`src/rtl/dmem_arbiter.sv`:
```
// Arbitrates the single-port data memory between the CPU MEM stage and a DMA/debug port.
// Default build: CPU priority with a starvation guard; define DMEM_ARB_RR_EN for strict round-robin.
module dmem_arbiter #(
    parameter int WORD_W     = 64,
    parameter int DEPTH      = 32,
    parameter int STARVE_MAX = 4
) (
    input  logic              clk,
    input  logic              rst_n,
    input  logic              cpu_req_i,
    input  logic              cpu_we_i,
    input  logic [WORD_W-1:0] cpu_addr_i,
    input  logic [WORD_W-1:0] cpu_wdata_i,
    output logic              cpu_gnt_o,
    output logic              cpu_rvalid_o,
    output logic [WORD_W-1:0] cpu_rdata_o,
    input  logic              dma_req_i,
    input  logic              dma_we_i,
    input  logic [WORD_W-1:0] dma_addr_i,
    input  logic [WORD_W-1:0] dma_wdata_i,
    output logic              dma_gnt_o,
    output logic              dma_rvalid_o,
    output logic [WORD_W-1:0] dma_rdata_o,
    output logic              cpu_stall_o,
    output logic              mem_read_o,
    output logic              mem_write_o,
    output logic [WORD_W-1:0] mem_address_o,
    output logic [WORD_W-1:0] mem_write_data_o,
    input  logic [WORD_W-1:0] mem_read_data_i,
    output logic              addr_err_o
);
    typedef enum logic [1:0] {IDLE, CPU_ACC, DMA_ACC} state_t;

    state_t            state_q;
    logic              mem_read_q, mem_write_q, addr_err_q;
    logic [WORD_W-1:0] mem_address_q, mem_write_data_q;
    logic              rd1_vld_q, rd1_oor_q;
    logic              rd2_vld_q, rd2_oor_q, rd2_dma_q;
    logic [WORD_W-1:0] cpu_rdata_q, dma_rdata_q;

`ifdef DMEM_ARB_RR_EN
    // rr_last_q: 0 = CPU granted last, 1 = DMA granted last
    logic rr_last_q, rr_last_d;

    always_comb begin
        cpu_gnt_o = cpu_req_i & (~dma_req_i | rr_last_q);
        dma_gnt_o = dma_req_i & (~cpu_req_i | ~rr_last_q);
        rr_last_d = rr_last_q;
        if (cpu_gnt_o)      rr_last_d = 1'b0;
        else if (dma_gnt_o) rr_last_d = 1'b1;
    end

    always_ff @(posedge clk or negedge rst_n) begin
        if (!rst_n) rr_last_q <= 1'b0;
        else        rr_last_q <= rr_last_d;
    end
`else
    localparam int CNT_W = $clog2(STARVE_MAX + 1);

    logic [CNT_W-1:0] starve_cnt_q, starve_cnt_d;
    logic             dma_force;

    always_comb begin
        dma_force    = dma_req_i & (starve_cnt_q == CNT_W'(STARVE_MAX));
        cpu_gnt_o    = cpu_req_i & ~dma_force;
        dma_gnt_o    = dma_req_i & (~cpu_req_i | dma_force);
        starve_cnt_d = starve_cnt_q;
        if (dma_gnt_o)
            starve_cnt_d = '0;
        else if (dma_req_i && starve_cnt_q < CNT_W'(STARVE_MAX))
            starve_cnt_d = starve_cnt_q + 1'b1;
    end

    always_ff @(posedge clk or negedge rst_n) begin
        if (!rst_n) starve_cnt_q <= '0;
        else        starve_cnt_q <= starve_cnt_d;
    end
`endif

    logic              any_gnt, sel_we, sel_oor;
    logic [WORD_W-1:0] sel_addr, sel_wdata, ret_data;

    always_comb begin
        any_gnt   = cpu_gnt_o | dma_gnt_o;
        sel_we    = dma_gnt_o ? dma_we_i    : cpu_we_i;
        sel_addr  = dma_gnt_o ? dma_addr_i  : cpu_addr_i;
        sel_wdata = dma_gnt_o ? dma_wdata_i : cpu_wdata_i;
        sel_oor   = (sel_addr >> 3) >= WORD_W'(DEPTH);
        ret_data  = rd2_oor_q ? '0 : mem_read_data_i;
    end

    // state_q is the owner of the memory port this cycle and doubles as the slot-1 owner tag.
    always_ff @(posedge clk or negedge rst_n) begin
        if (!rst_n) begin
            state_q          <= IDLE;
            mem_read_q       <= 1'b0;
            mem_write_q      <= 1'b0;
            addr_err_q       <= 1'b0;
            mem_address_q    <= '0;
            mem_write_data_q <= '0;
            rd1_vld_q        <= 1'b0;
            rd1_oor_q        <= 1'b0;
            rd2_vld_q        <= 1'b0;
            rd2_oor_q        <= 1'b0;
            rd2_dma_q        <= 1'b0;
            cpu_rdata_q      <= '0;
            dma_rdata_q      <= '0;
        end else begin
            if (cpu_gnt_o)      state_q <= CPU_ACC;
            else if (dma_gnt_o) state_q <= DMA_ACC;
            else                state_q <= IDLE;
            mem_read_q       <= any_gnt & ~sel_we & ~sel_oor;
            mem_write_q      <= any_gnt & sel_we & ~sel_oor;
            addr_err_q       <= any_gnt & sel_oor;
            mem_address_q    <= any_gnt ? sel_addr : '0;
            mem_write_data_q <= (any_gnt && sel_we) ? sel_wdata : '0;
            rd1_vld_q        <= any_gnt & ~sel_we;
            rd1_oor_q        <= any_gnt & sel_oor;
            rd2_vld_q        <= rd1_vld_q;
            rd2_oor_q        <= rd1_oor_q;
            rd2_dma_q        <= (state_q == DMA_ACC);
            if (cpu_rvalid_o) cpu_rdata_q <= ret_data;
            if (dma_rvalid_o) dma_rdata_q <= ret_data;
        end
    end

    // Read data is muxed straight from memory on the return cycle and held afterwards.
    assign cpu_rvalid_o     = rd2_vld_q & ~rd2_dma_q;
    assign dma_rvalid_o     = rd2_vld_q & rd2_dma_q;
    assign cpu_rdata_o      = cpu_rvalid_o ? ret_data : cpu_rdata_q;
    assign dma_rdata_o      = dma_rvalid_o ? ret_data : dma_rdata_q;
    assign cpu_stall_o      = cpu_req_i & ~cpu_gnt_o;
    assign mem_read_o       = mem_read_q;
    assign mem_write_o      = mem_write_q;
    assign mem_address_o    = mem_address_q;
    assign mem_write_data_o = mem_write_data_q;
    assign addr_err_o       = addr_err_q;
endmodule
```
`config.mk`:
```
export PLATFORM = sky130hd
export DESIGN_NAME = dmem_arbiter
export DESIGN_NICKNAME = d
export VERILOG_FILES = /design/src/rtl/dmem_arbiter.sv
export SDC_FILE = /design/constraint.sdc
export NUM_CORES = 1
export LEC_CHECK = 0
export CORE_AREA = 3 3 229 231
export DETAILED_ROUTE_END_ITERATION = 12
export DIE_AREA = 0 0 232 234
export GPL_ROUTABILITY_DRIVEN = 0
export PLACE_DENSITY = 0.59
export SYNTH_ARGS = -nofsm -noshare
export SYNTH_HDL_FRONTEND = slang
export SYNTH_SLANG_ARGS = --single-unit
```
`constraint.sdc`:
```
create_clock -name clk -period 5.1 [get_ports clk]
set_clock_uncertainty 0.2 [all_clocks]
set_input_delay 0.765 -clock clk [delete_from_list [all_inputs] [get_ports clk]]
set_output_delay 0.765 -clock clk [all_outputs]
set_load 0.03 [all_outputs]
```
==> flow_summary.yaml, run 1 <==
status:
  status: "complete, no violations"
clock_tree:
  post_cts_buffers: 0
  postCtsHoldBufs: 0
  cts_buffers: 34
  h-tree-depth: 2
  cts_tree: "done"
  cts.root.buffer_cell: "clkbuf_16"
  clock-sinks: 268
  max-clock-path-buffers: 3
  cts.reportedPaths.clkPinSlew_ps: 60
  cts_resized: 0
  insertion_delay_ps: 510
floorplan:
  initial_core_util_pct: 21.1
  core_mm2: 0.0503
  row_count: 82
  chipHeight_um: 234
  io_pins: 590
  die_width_um: 232
  die-area_mm2: 0.0543
worst_setup_path:
  cpMaxStageDelayCell: "dfrtp_1"
  cp_max_fo: 35
  max_stage_delay_ps: 820
  worstSetupPathType: "flip-flop to output port"
  cp-start-kind: "flip-flop"
  crit_path_end_kind: "output port"
  cp_num_buf_inv: 2
  required_ps: 4140
  crit_family: "buffers and inverters"
  worstPathCellList: "buf_4 > nand2b_1 > o21ai_0 > clkdlybuf4s50_1"
  crit_arrival_ps: 3180
timing:
  min_period_ps: 4150
  clock.fmax_mhz: 241
  tightest_slew_ps: 1210
  hold_viol: 0
  setup_viol: 0
  rsz0062_at_grt: "false"
  max_slew_margin_pct: 19.3
  period_share_pct: 81.4
  fin_tns_setup_ps: 0
  slew_violations: 0
synthesis:
  synth-edff-count: 0
  synthCells: 1131
  yosys.area_share.xor_xnor_pct: 0
  yosys_warnings: 0
  seq_area_frac_synth_pct: 63.2
  syn-cell-area_mm2: 0.0106
  synth_area_per_cell_um2: 9.39
  synth_common_cells: "nand2_1 (394), dfrtp_1 (268), o21ai_1 (127)"
  synth_nets: 1459
  synthArstFlopShare_pct: 100
  synth_top_family_by_area: "simple AND/OR/NAND/NOR gates"
  ys_ff_latch: 268
  synthTopCellsByArea: "dfrtp_1 (63%), nand2_1 (14%), o21ai_1 (6.0%)"
  yosys.area.top_type: "dfrtp_1"
  yosys.area_share.simple_pct: 21.0
  yosysMostFrequentCell: "nand2_1"
  synthAdderAreaFrac_pct: 0.236
  ys.flop_type: "dfrtp_1"
  synth-compound-area-share_pct: 12.3
  synth.area.mux_share_pct: 0
  synth_top_area_share_pct: 63.2
  yosys.cell_types.count: 28
job:
  maxCapViolations: 0
cells_and_area:
  area_growth_pct: 73.1
  finalNetCount: 2017
  fin_util_pct: 36.6
  fin_cells: 2384
  layout-drive-gt1-share_pct: 4.50
detailed_routing:
  drt_iter0_markers: 637
  vias_per_cell: 4.32
  wire_per_inst_um: 19.4
  routed_wl_um: 46200
  num_vias: 10300
  drc: 0
  postRouteAntennaNets: 0
  dr.pass1.iters: 7
global_route:
  overflow: 0
  antenna_found_initial: 7
  grt_pass1_wl_um: 65800
  grt.total_usage_pct: 16.1
  grt_pass1_vias: 10300
  grt_max_degree: 122
power:
  p_leak_nw: 7.76
  vdd_drop_max_mv: 0.233
  power_switching_mw: 2.16
  switching_share_pct: 31.3
  power_frac_clock_pct: 35.3
  intPower_mw: 4.74
  p_seq_share_pct: 35.9
  power_density_mw_per_mm2: 376
  power_frac_comb_pct: 28.7
placed_design:
  place_inst: 2325
  io_buffer_count: 589
  dp_hpwl_um: 36000
hold_path:
  min_path_type: "primary input to async pin"
-- cells in the final DEF, fill, tap and decap left out, types with 2 or more instances in the layout --
cell / synthesis / layout
clkbuf_8: 0 / 9
clkinv_2: 0 / 4
bufinv_16: 0 / 3
nand2b_4: 0 / 2
nor2_1: 3 / 2
nand3_1: 9 / 9
nand2b_1: 67 / 65
buf_4: 0 / 9
nand4_1: 5 / 5
o21ai_0: 4 / 4
or4_1: 3 / 3
clkdlybuf4s50_1: 0 / 588
diode_2: 0 / 2
nor4_1: 27 / 27
ha_1: 2 / 2
dfrtp_1: 268 / 268
nand2_1: 394 / 393
inv_2: 4 / 3
clkbuf_16: 0 / 35
clkbuf_1: 59 / 4
buf_12: 0 / 4
inv_1: 3 / 3
a21oi_1: 124 / 123
o21ai_1: 127 / 127
-- kinds of logic (layout without fill, tap and decap cells) --
family,Yosys count,in the layout
AOI/OAI and AO/OA,259,259
adders and majority gates,2,2
buffers and inverters,88,667
DFF,268,268
other,0,2
and+or+nand+nor,514,514
-- path summary, 6_finish.rpt --
kind / startpoint / end / slack [ps] / depth (start not counted)
min: rst_n / dma_rdata_q[42]$_DFF_PN0_ / 80 / 1
min in group clk: rd1_vld_q$_DFF_PN0_ / rd2_vld_q$_DFF_PN0_ / 160 / 0
min reg2reg: rd1_vld_q$_DFF_PN0_ / rd2_vld_q$_DFF_PN0_ / 160 / 0
max reg2reg: starve_cnt_q[0]$_DFFE_PN0P_ / mem_write_data_o[45]$_DFF_PN0_ / 1980 / 8
max in group asynchronous: rst_n / mem_address_o[14]$_DFF_PN0_ / 3550 / 2
max: rd2_oor_q$_DFF_PN0_ / cpu_rdata_o[5] / 950 / 4
-- registers in the layout, indices dropped and copies added (netlist names) --
signal and count:
mem_write_o 1, starve_cnt_q 3, rd1_oor_q 1, mem_write_data_o 64, state_q 2, rd2_oor_q 1, mem_read_o 1, rd1_vld_q 1
cpu_rdata_q 64, rd2_dma_q 1, dma_rdata_q 64, rd2_vld_q 1, mem_address_o 64
-- power groups by stage --
| stage | Combinational [mW] | Sequential (mW) | Clock (mW) |
|---|---|---|---|
| 4_1_cts | 2.00 | 2.48 | 2.52 |
| 5_1_grt | 2.10 | 2.50 | 2.61 |
| 3_3_place_gp | 1.98 | 2.51 | 0 |
| 3_5_place_dp | 2.00 | 2.52 | 0 |
| 2_1_floorplan | 0.786 | 2.67 | 0 |
| 6_report | 1.98 | 2.48 | 2.44 |
-- layout make-up --
class                      count  area (um2)
tap                          672         841
sequential                   268        6710
clock buffer                  48        1010
fill                        5031       31900
timing repair buffer         602        6050
inverter                       8        32.5
clock inverter                 9         126
antenna                        2        5.00
multi-input combinational    775        3600
-- layer usage --
layer  track usage, %  up-vias  share of wire (%)
li1                 -     4855                  -
met1             18.8     4890                 38
met2             28.3      482                 50
met3             5.77       56                9.7
met4             3.49        8                1.7
met5                0        -               0.10
-- worst reg2reg max path, cell delays in order, from the launching register on --
cell and delay (ps):
dfrtp_1 390, inv_1 60, ha_1 250, a21boi_1 360, nand2b_4 220, buf_4 400, buf_4 730, nand2_1 240
a21oi_1 190
-- metrics by stage --
step	setup WS, ps	power, mW	hold WS [ps]	instance area [um2]
5_1_grt	779	7.21	143	18400
3_5_place_dp	1090	4.52	148	17200
2_1_floorplan	2280	3.45	131	10600
6_report	951	6.90	78.6	18400
4_1_cts	802	7.01	103	18400
3_3_place_gp	1150	4.49	145	17200
Power figures use the tool's default switching activity.
==> inputs of run 2 (changes only) <==
==> constraint.sdc (replaced) <==
create_clock -name clk -period 4.2 [get_ports clk]
set_clock_uncertainty 0.2 [all_clocks]
set_input_delay 0.63 -clock clk [delete_from_list [all_inputs] [get_ports clk]]
set_output_delay 0.63 -clock clk [all_outputs]
set_load 0.03 [all_outputs]
==> run 2 against run 1 <==
- clock power up 11%
- die area unchanged
- routed wire length about the same
- sequential power up 21%
- count of clock-buffer cells in the layout down 5
- combinational power up 22%
- via count down 0.26%
- sequential cell count unchanged
- final cell count up 0.13%
- global-route usage up 0.086 points
- final area down 0.16%
==> flow_summary.yaml, run 2 (synthesized netlist as in run 1, its figures left out) <==
clock_tree:
  cts_buffers: 31
  cts_resized: 0
  h-tree-depth: 1
  max-clock-path-buffers: 3
  clock-sinks: 268
  cts.root.buffer_cell: "clkbuf_16"
  cts.reportedPaths.clkPinSlew_ps: 60
  cts_tree: "done"
  insertion_delay_ps: 560
worst_setup_path:
  worstPathCellList: "nand2b_4 > buf_4 > nand2_1 > o21ai_0 > clkdlybuf4s50_1"
  rr_endpoint: "mem_write_data_o[6]$_DFF_PN0_"
  crit_path_end_kind: "output port"
  cp_max_fo: 48
  crit_arrival_ps: 2850
  crit_start: "rd2_vld_q$_DFF_PN0_"
  r2r_cells: 8
  required_ps: 3370
  endpoint: "cpu_rdata_o[5]"
  reg2reg_from: "starve_cnt_q[0]$_DFFE_PN0P_"
  ff2ff_setup_slack_ps: 1680
  worstSetupPathType: "flip-flop to output port"
  cpMaxStageDelayCell: "clkdlybuf4s50_1"
  max_stage_delay_ps: 770
  cp-start-kind: "flip-flop"
floorplan:
  die-area_mm2: 0.0543
  initial_core_util_pct: 21.1
  chipHeight_um: 234
  core_mm2: 0.0503
  io_pins: 590
  die_width_um: 232
  row_count: 82
timing:
  rsz0062_at_grt: "false"
  min_period_ps: 3680
  setup_ws_ps: 519
  slew_violations: 0
  fin_tns_setup_ps: 0
  tightest_slew_ps: 1010
  setup_viol: 0
  period_share_pct: 87.6
  hold_viol: 0
  max_slew_margin_pct: 32.8
  clock.fmax_mhz: 272
status:
  status: "complete, no violations"
hold_path:
  min_path_type: "flip-flop to flip-flop"
cells_and_area:
  design_area_mm2: 0.0183
  seqCellArea_mm2: 0.00671
  n_fill_cell: 5071
  fin_cells: 2387
  multiInputGateArea_mm2: 0.00360
  layout-drive-gt1-share_pct: 4.61
  final_cell_mix: "clkdlybuf4s50_1 (587), nand2_1 (393), dfrtp_1 (268)"
  finalNetCount: 2020
  antennaDiodeCount: 0
  mostFrequentLayoutCell: "clkdlybuf4s50_1"
  area_growth_pct: 72.8
detailed_routing:
  wire_per_inst_um: 19.3
  drt_iter0_markers: 545
  vias_per_cell: 4.30
  dr.pass1.iters: 5
  num_vias: 10300
  postRouteAntennaNets: 0
  routed_wl_um: 46200
  drc: 0
global_route:
  grt_pass1_vias: 10500
  antenna_found_initial: 6
  grt_pass1_wl_um: 66500
  overflow: 0
  grt.total_usage_pct: 16.1
  grt_max_degree: 100
placed_design:
  post-place-ws_ps: 819
  place_area_mm2: 0.0173
  place_inst: 2330
  dp_hpwl_um: 36400
  io_buffer_count: 589
power:
  power_density_mw_per_mm2: 444
  p_leak_nw: 7.75
  vdd_drop_max_mv: 0.266
  power.total_mw: 8.14
job:
  maxCapViolations: 0
[run 2: power breakdown]
group	internal (mW)	total [mW]	switching [mW]
Clock	1.62	2.70	1.08
Combinational	1.00	2.42	1.42
Sequential	2.91	3.01	0.100
[run 2: worst min-delay path by stage]
| stage | startpoint | to | slack [ps] | cells after the start |
|---|---|---|---|---|
| global placement | rd1_vld_q$_DFF_PN0_ | rd2_vld_q$_DFF_PN0_ | 140 | 0 |
| floorplan | rst_n | cpu_rdata_q[0]$_DFF_PN0_ | 130 | 0 |
| global route | rd1_vld_q$_DFF_PN0_ | rd2_vld_q$_DFF_PN0_ | 160 | 0 |
| detailed placement | rd1_vld_q$_DFF_PN0_ | rd2_vld_q$_DFF_PN0_ | 140 | 0 |
| finish | rd1_vld_q$_DFF_PN0_ | rd2_vld_q$_DFF_PN0_ | 150 | 0 |
| CTS | rd1_vld_q$_DFF_PN0_ | rd2_vld_q$_DFF_PN0_ | 150 | 0 |
[run 2: metrics by stage]
stage | util [%] | hold WS, ps
floorplan | - | 131
global placement | 34.4 | 140
CTS | 36.5 | 148
finish | 36.5 | 148
global route | 36.5 | 162
detailed placement | 34.4 | 138
[run 2: worst max-delay path, delay by kind of cell (launching register included)]
family | cells | cell delay, ps
DFF | 1 | 430
buffers and inverters | 2 | 1130
AOI/OAI and AO/OA | 1 | 190
and+or+nand+nor | 2 | 510
[run 2: layout make-up]
type / count / share of cell area [%]
inverter: 8 / 0.177
sequential: 268 / 36.6
clock buffer: 43 / 4.75
multi-input combinational: 775 / 19.6
timing repair buffer: 608 / 33.5
tap: 672 / 4.58
clock inverter: 13 / 0.818
[run 2: repair_timing]
item                      in CTS  in global routing
setup buffers                  0                  0
hold endpoints to repair      68                  0
hold buffers                   1                  0
[run 2: per-layer routing]
layer / vias up / share of wire [%] / global-route usage (%)
met1: 4817 / 39 / 19.3
met4: 10 / 4.6 / 7.26
met5: - / 0.16 / 0
met2: 501 / 47 / 26.5
li1: 4847 / - / -
met3: 89 / 9.7 / 5.39
